**src/rtl/decoder_frame_packer_pkg.sv**
```systemverilog
// Shared constants and types for the decoder frame packer.
// Symbols are packed 3 bits per field regardless of the active code rate.
package decoder_frame_packer_pkg;

   localparam int unsigned MAX_CODE_RATE  = 3;
   localparam int unsigned DFP_SYM_W      = MAX_CODE_RATE;
   localparam int unsigned DFP_FRAME_SYMS = 128;
   localparam int unsigned DFP_FRAME_W    = DFP_SYM_W * DFP_FRAME_SYMS;
   localparam int unsigned DFP_CNT_W      = 8;

   typedef enum logic [1:0] {
      BUF_EMPTY,
      BUF_FILLING,
      BUF_FULL
   } buf_state_t;

endpackage

```
**src/rtl/decoder_frame_packer_frame_buf.sv**
```systemverilog
// One ping-pong frame buffer: field storage, latched rate, symbol count
// and its EMPTY/FILLING/FULL state machine.
module frame_buf
   import decoder_frame_packer_pkg::*;
#(
   parameter int unsigned SYM_W      = DFP_SYM_W,
   parameter int unsigned FRAME_SYMS = DFP_FRAME_SYMS,
   parameter int unsigned FRAME_W    = DFP_FRAME_W,
   parameter int unsigned CNT_W      = DFP_CNT_W,
   parameter int unsigned IDX_W      = $clog2(FRAME_SYMS)
) (
   input  logic               clk,
   input  logic               rst,
   input  logic               wr_en,
   input  logic [IDX_W-1:0]   wr_idx,
   input  logic [SYM_W-1:0]   wr_data,
   input  logic               rate_in,
   input  logic               close,
   input  logic [CNT_W-1:0]   count_in,
   input  logic               rel,
   output logic [FRAME_W-1:0] data,
   output logic               rate,
   output logic [CNT_W-1:0]   count,
   output logic               full
);

   buf_state_t state, state_nxt;

   always_ff @(posedge clk or negedge rst) begin
      if (!rst) begin
         state <= BUF_EMPTY;
      end else begin
         state <= state_nxt;
      end
   end

   // A flush arriving with the very first symbol closes straight to FULL.
   always_comb begin
      state_nxt = state;
      case (state)
         BUF_EMPTY:   if (wr_en) state_nxt = close ? BUF_FULL : BUF_FILLING;
         BUF_FILLING: if (close) state_nxt = BUF_FULL;
         BUF_FULL:    if (rel)   state_nxt = BUF_EMPTY;
         default:     state_nxt = BUF_EMPTY;
      endcase
   end

   always_comb begin
      full = (state == BUF_FULL);
   end

   always_ff @(posedge clk or negedge rst) begin
      if (!rst) begin
         data  <= '0;
         rate  <= 1'b0;
         count <= '0;
      end else if (rel && full) begin
         data  <= '0;
         rate  <= 1'b0;
         count <= '0;
      end else begin
         if (wr_en && !full) begin
            data[wr_idx*SYM_W +: SYM_W] <= wr_data;
            if (state == BUF_EMPTY) rate <= rate_in;
         end
         if (close && !full) count <= count_in;
      end
   end

endmodule

```
**src/rtl/decoder_frame_packer.sv**
```systemverilog
// Packs a serial stream of 2/3-bit code symbols into 384-bit decoder frames
// using two ping-pong buffers with valid/ready handshakes on both sides.
module decoder_frame_packer
   import decoder_frame_packer_pkg::*;
#(
   parameter int unsigned SYM_W      = DFP_SYM_W,
   parameter int unsigned FRAME_SYMS = DFP_FRAME_SYMS,
   parameter int unsigned FRAME_W    = DFP_FRAME_W,
   parameter int unsigned CNT_W      = DFP_CNT_W
) (
   input  logic               sys_clk,
   input  logic               rst,
   input  logic               en,
   input  logic               i_code_rate,
   input  logic [SYM_W-1:0]   i_sym,
   input  logic               i_sym_valid,
   output logic               o_sym_ready,
   input  logic               i_flush,
   output logic [FRAME_W-1:0] o_frame,
   output logic               o_frame_valid,
   input  logic               i_frame_ready,
   output logic               o_frame_rate,
   output logic [CNT_W-1:0]   o_sym_count
);

   localparam int unsigned    IDX_W    = $clog2(FRAME_SYMS);
   localparam logic [CNT_W-1:0] LAST_IDX = CNT_W'(FRAME_SYMS - 1);

   logic               wptr, rptr;
   logic [CNT_W-1:0]   cnt, cnt_nxt;
   logic               wfull, accept, close, eff_rate, release_frame;
   logic [SYM_W-1:0]   wr_data;
   logic [CNT_W-1:0]   close_count;

   logic [1:0]         buf_wr, buf_close, buf_rel, buf_full, buf_rate;
   logic [FRAME_W-1:0] buf_data  [2];
   logic [CNT_W-1:0]   buf_count [2];

   always_comb begin
      wfull       = buf_full[wptr];
      o_sym_ready = en & ~wfull;
      accept      = i_sym_valid & o_sym_ready;

      // The first symbol takes the live rate; later ones follow the latched rate.
      eff_rate    = (cnt == '0) ? i_code_rate : buf_rate[wptr];
      wr_data     = eff_rate ? i_sym : {{(SYM_W-2){1'b0}}, i_sym[1:0]};

      close_count = accept ? cnt + 1'b1 : cnt;
      close       = (accept && (cnt == LAST_IDX)) ||
                    (en && i_flush && !wfull && ((cnt != '0) || accept));

      if (close)       cnt_nxt = '0;
      else if (accept) cnt_nxt = cnt + 1'b1;
      else             cnt_nxt = cnt;

      o_frame_valid = buf_full[rptr];
      release_frame = o_frame_valid & i_frame_ready & en;

      buf_wr          = '0;
      buf_close       = '0;
      buf_rel         = '0;
      buf_wr[wptr]    = accept;
      buf_close[wptr] = close;
      buf_rel[rptr]   = release_frame;

      o_frame      = buf_data[rptr];
      o_frame_rate = buf_rate[rptr];
      o_sym_count  = buf_count[rptr];
   end

   always_ff @(posedge sys_clk or negedge rst) begin
      if (!rst) begin
         wptr <= 1'b0;
         rptr <= 1'b0;
         cnt  <= '0;
      end else begin
         cnt <= cnt_nxt;
         if (close)         wptr <= ~wptr;
         if (release_frame) rptr <= ~rptr;
      end
   end

   for (genvar g = 0; g < 2; g++) begin : g_buf
      frame_buf #(
         .SYM_W      (SYM_W),
         .FRAME_SYMS (FRAME_SYMS),
         .FRAME_W    (FRAME_W),
         .CNT_W      (CNT_W),
         .IDX_W      (IDX_W)
      ) u_buf (
         .clk      (sys_clk),
         .rst      (rst),
         .wr_en    (buf_wr[g]),
         .wr_idx   (cnt[IDX_W-1:0]),
         .wr_data  (wr_data),
         .rate_in  (i_code_rate),
         .close    (buf_close[g]),
         .count_in (close_count),
         .rel      (buf_rel[g]),
         .data     (buf_data[g]),
         .rate     (buf_rate[g]),
         .count    (buf_count[g]),
         .full     (buf_full[g])
      );
   end

endmodule

```
**config.mk**
```make
export PLATFORM = sky130hd
export DESIGN_NAME = decoder_frame_packer
export DESIGN_NICKNAME = d
export VERILOG_FILES = /design/src/rtl/decoder_frame_packer_pkg.sv /design/src/rtl/decoder_frame_packer_frame_buf.sv /design/src/rtl/decoder_frame_packer.sv
export SDC_FILE = /design/constraint.sdc
export NUM_CORES = 2
export LEC_CHECK = 0
export CORE_MARGIN = 2
export CORE_UTILIZATION = 62
export CTS_CLUSTER_DIAMETER = 200
export DETAILED_ROUTE_END_ITERATION = 12
export PLACE_DENSITY_LB_ADDON = 0.1
export REMOVE_ABC_BUFFERS = 1
export SLEW_MARGIN = 30
export SYNTH_ARGS = -nofsm -noshare
export SYNTH_HDL_FRONTEND = slang
export SYNTH_SLANG_ARGS = --single-unit
export TNS_END_PERCENT = 20
```
**constraint.sdc**
```tcl
create_clock -name sys_clk -period 5.1 [get_ports sys_clk]
set_input_delay 0.51 -clock sys_clk [delete_from_list [all_inputs] [get_ports sys_clk]]
set_output_delay 0.51 -clock sys_clk [all_outputs]
set_load 0.01 [all_outputs]
```
==> flow_metrics.env <==
export IMPL_outcome="finished, final reports clean"
export IMPL_tightest_slew_ns=1.04
export IMPL_rr_worst_depth=5
export IMPL_vias=33800
export IMPL_core_area_sq_mm=0.0630
export IMPL_globalRouteTotalUtil_pct=39.2
export IMPL_place_ws_ns=1.16
export IMPL_synth_cells=3904
export IMPL_synth_enable_flop_cells=0
export IMPL_area_growth_pct=18.9
export IMPL_ir_worst_vdd_mv=0.494
export IMPL_die_height_um=256
export IMPL_die_area_sq_mm=0.0656
export IMPL_grt_pass1_vias=33500
export IMPL_arrival_ns=4.37
export IMPL_wl_per_cell_um=25.8
export IMPL_finalPower_mw=19.6
export IMPL_rsz0062_at_grt="false"
export IMPL_drt_pre_antenna_iters=6
export IMPL_cts_sinks=800
export IMPL_hp_class="in -> async"
export IMPL_tns_ns=0
export IMPL_timing_rr_end="g_buf[1].u_buf.data[190]"
export IMPL_place_hpwl_mm=78.3
export IMPL_cts_buffers=82
export IMPL_synth_ff_type="dfrtp_1"
export IMPL_grt_pass1_wl_mm=201
export IMPL_ant_nets=0
export IMPL_port_buffers=404
export IMPL_relSlewSlack_pct=30.0
export IMPL_clk_latency_ns=0.65
export IMPL_final_nets=4134
export IMPL_syn_area_per_cell_sq_um=10.1
export IMPL_layout_common_cells="dfrtp_1 (799), o21ai_0 (562), nand2_1 (550)"
export IMPL_drive_gt1_share_pct=16.7
export IMPL_antenna_cells=0
export IMPL_mappedNetlistArea_sq_mm=0.0394
export IMPL_ys_types=75
export IMPL_ff2ff_setup_slack_ns=1.22
export IMPL_drv_cap=0
export IMPL_endpoint="g_buf[1].u_buf.data[190]"
export IMPL_synth_top_area_share_pct=50.8
export IMPL_cts_max_path_buffers=3
export IMPL_drtIter0Drc=3939
export IMPL_period_needed_ns=3.88
export IMPL_cp_end_kind="flop"
export IMPL_p_per_area_mw_per_mm2=418
export IMPL_final_area_sq_mm=0.0468
export IMPL_die_w_um=256
export IMPL_synthTopCellsByArea="dfrtp_1 (51%), mux2_2 (11%), o211ai_1 (8.3%)"
export IMPL_yosys_area_top_type="dfrtp_1"
export IMPL_cts_root_buf="clkbuf_16"
export IMPL_finClkSkew_ns=0.0369
export IMPL_grt_max_degree=138
export IMPL_ys_seq_area_share_pct=50.8
export IMPL_num_rows=92
export IMPL_clk_pin_slew_ns=0.06
export IMPL_crit_start="cnt[2]"
export IMPL_n_fill_cell=4431
export IMPL_criticalPathCategory="reg -> reg"
export IMPL_final_max_slew_violation_count=0
export IMPL_place_area_sq_mm=0.0439
export IMPL_start_kind="flop"
export IMPL_setup_viol=0
export IMPL_io_pins=405
export IMPL_synthArstFlopShare_pct=100
export IMPL_overflow=0
export IMPL_synth_seq_cells=800
export IMPL_initial_core_util_pct=62.6
export IMPL_antenna_found_initial=0
export IMPL_viasPerCell=6.72
export IMPL_yosysWarnings=0
export IMPL_required_ns=5.60
export IMPL_worstPathMaxFanout=24
export IMPL_finalHoldViolations=0
export IMPL_setup_slack_ns=1.22
export IMPL_cts_tree="built"
export IMPL_wl_mm=130
export IMPL_max_freq_ghz=0.258
export IMPL_rr_startpoint="cnt[2]"
export IMPL_drc=0
export IMPL_h_tree_depth=3
export IMPL_ctsResizeCount=0
export IMPL_mostFrequentLayoutCell="dfrtp_1"
export IMPL_gp_congestion=0.902
export IMPL_period_share_pct=76.0
export IMPL_leakagePower_nw=19.1
==> power breakdown <==
group | switching, mW | leakage (nW) | internal, mW
combinational | 4.02 | 6.57 | 1.95
sequential | 0.393 | 11.1 | 6.90
clock | 2.61 | 1.39 | 3.69
==> state kept, by name, indices dropped and copies added (netlist names) <==
register           flops
g_buf.u_buf.data     768
g_buf.u_buf.count     16
cnt                    8
g_buf.u_buf.state      4
g_buf.u_buf.rate       2
rptr                   1
wptr                   1
==> timing repair <==
| item | CTS | global route |
|---|---|---|
| endpoints found under the setup margin | 0 | 0 |
| hold endpoints to repair | 12 | 0 |
| hold buffers | 1 | 0 |
| buffers inserted | 0 | 0 |
==> cell families after synthesis <==
group                      Yosys count  synth area share (%)
AOI/OAI and AO/OA                 1219                  19.2
and+or+nand+nor                    993                  11.3
DFF                                800                  50.8
muxes                              514                  14.3
buffers and inverters              362                  4.05
xor gates and xnor gates            12                 0.286
adders and majority gates            4                 0.127
==> stage by stage <==
step,hold slack (ns),std cells,util [%]
floorplan,0.214,3550,-
global placement,0.489,4879,69.7
detailed placement,0.499,4879,69.8
CTS,0.356,5026,74.2
global route,0.389,5028,74.4
finish,0.386,5028,74.4
==> area by class of cell <==
cell class,instances,area [sq um],area share (%)
inverters,8,30.0,0.0641
clock buffers,118,2440,5.21
clock inverters,28,365,0.780
flip-flops and latches,800,20000,42.7
well taps,846,1060,2.26
repair buffers,486,4940,10.5
multi-input cells,2742,18000,38.4
==> worst max-delay path, stage by stage (launching register included) <==
cell and delay [ns]:
dfrtp_1 0.60, or3_1 0.79, o31ai_4 0.97, nand2_1 0.82, o211ai_1 0.41, o21ai_0 0.14
==> synth_stat cells (4+ instances only) <==
master    number
a211oi_1      12
a21oi_1       35
a21oi_2       12
a22oi_1        4
and2_1         5
buf_1         15
buf_2         92
buf_4         17
buf_6          7
clkbuf_1     218
clkbuf_2       5
dfrtp_1      800
ha_1           4
inv_1          7
mux2_2       394
mux2i_1      120
nand2_1      550
nand2b_1      10
nand3_1      217
nand4_1        4
nor2_1       129
nor2_4         7
nor2b_1        7
nor3_1        17
nor4_1         5
nor4_4         4
o211ai_1     437
o21a_1         4
o21ai_0      563
o21ai_1      111
o21ai_2        7
o31ai_1        6
or3_1          9
xnor2_1        9
==> worst min-delay path by stage <==
stage	depth (start not counted)	slack [ns]	end
after floorplan	0	0.21	cnt[0]
final	2	0.39	g_buf[0].u_buf.data[184]
after global routing	3	0.39	g_buf[0].u_buf.data[271]
after CTS	3	0.36	g_buf[0].u_buf.data[271]
after detailed placement	1	0.50	g_buf[0].u_buf.data[11]
after global placement	1	0.49	g_buf[0].u_buf.data[11]
==> per-layer routing <==
| metal | up-vias | part of all wire [%] | track usage [%] |
|---|---|---|---|
| li1 | 14600 | - | - |
| met1 | 16700 | 39 | 53.8 |
| met2 | 2039 | 45 | 59.1 |
| met3 | 404 | 10 | 8.91 |
| met4 | 0 | 5.3 | 19.1 |
| met5 | - | 0 | 0 |
(Power assumes the default switching activity.)
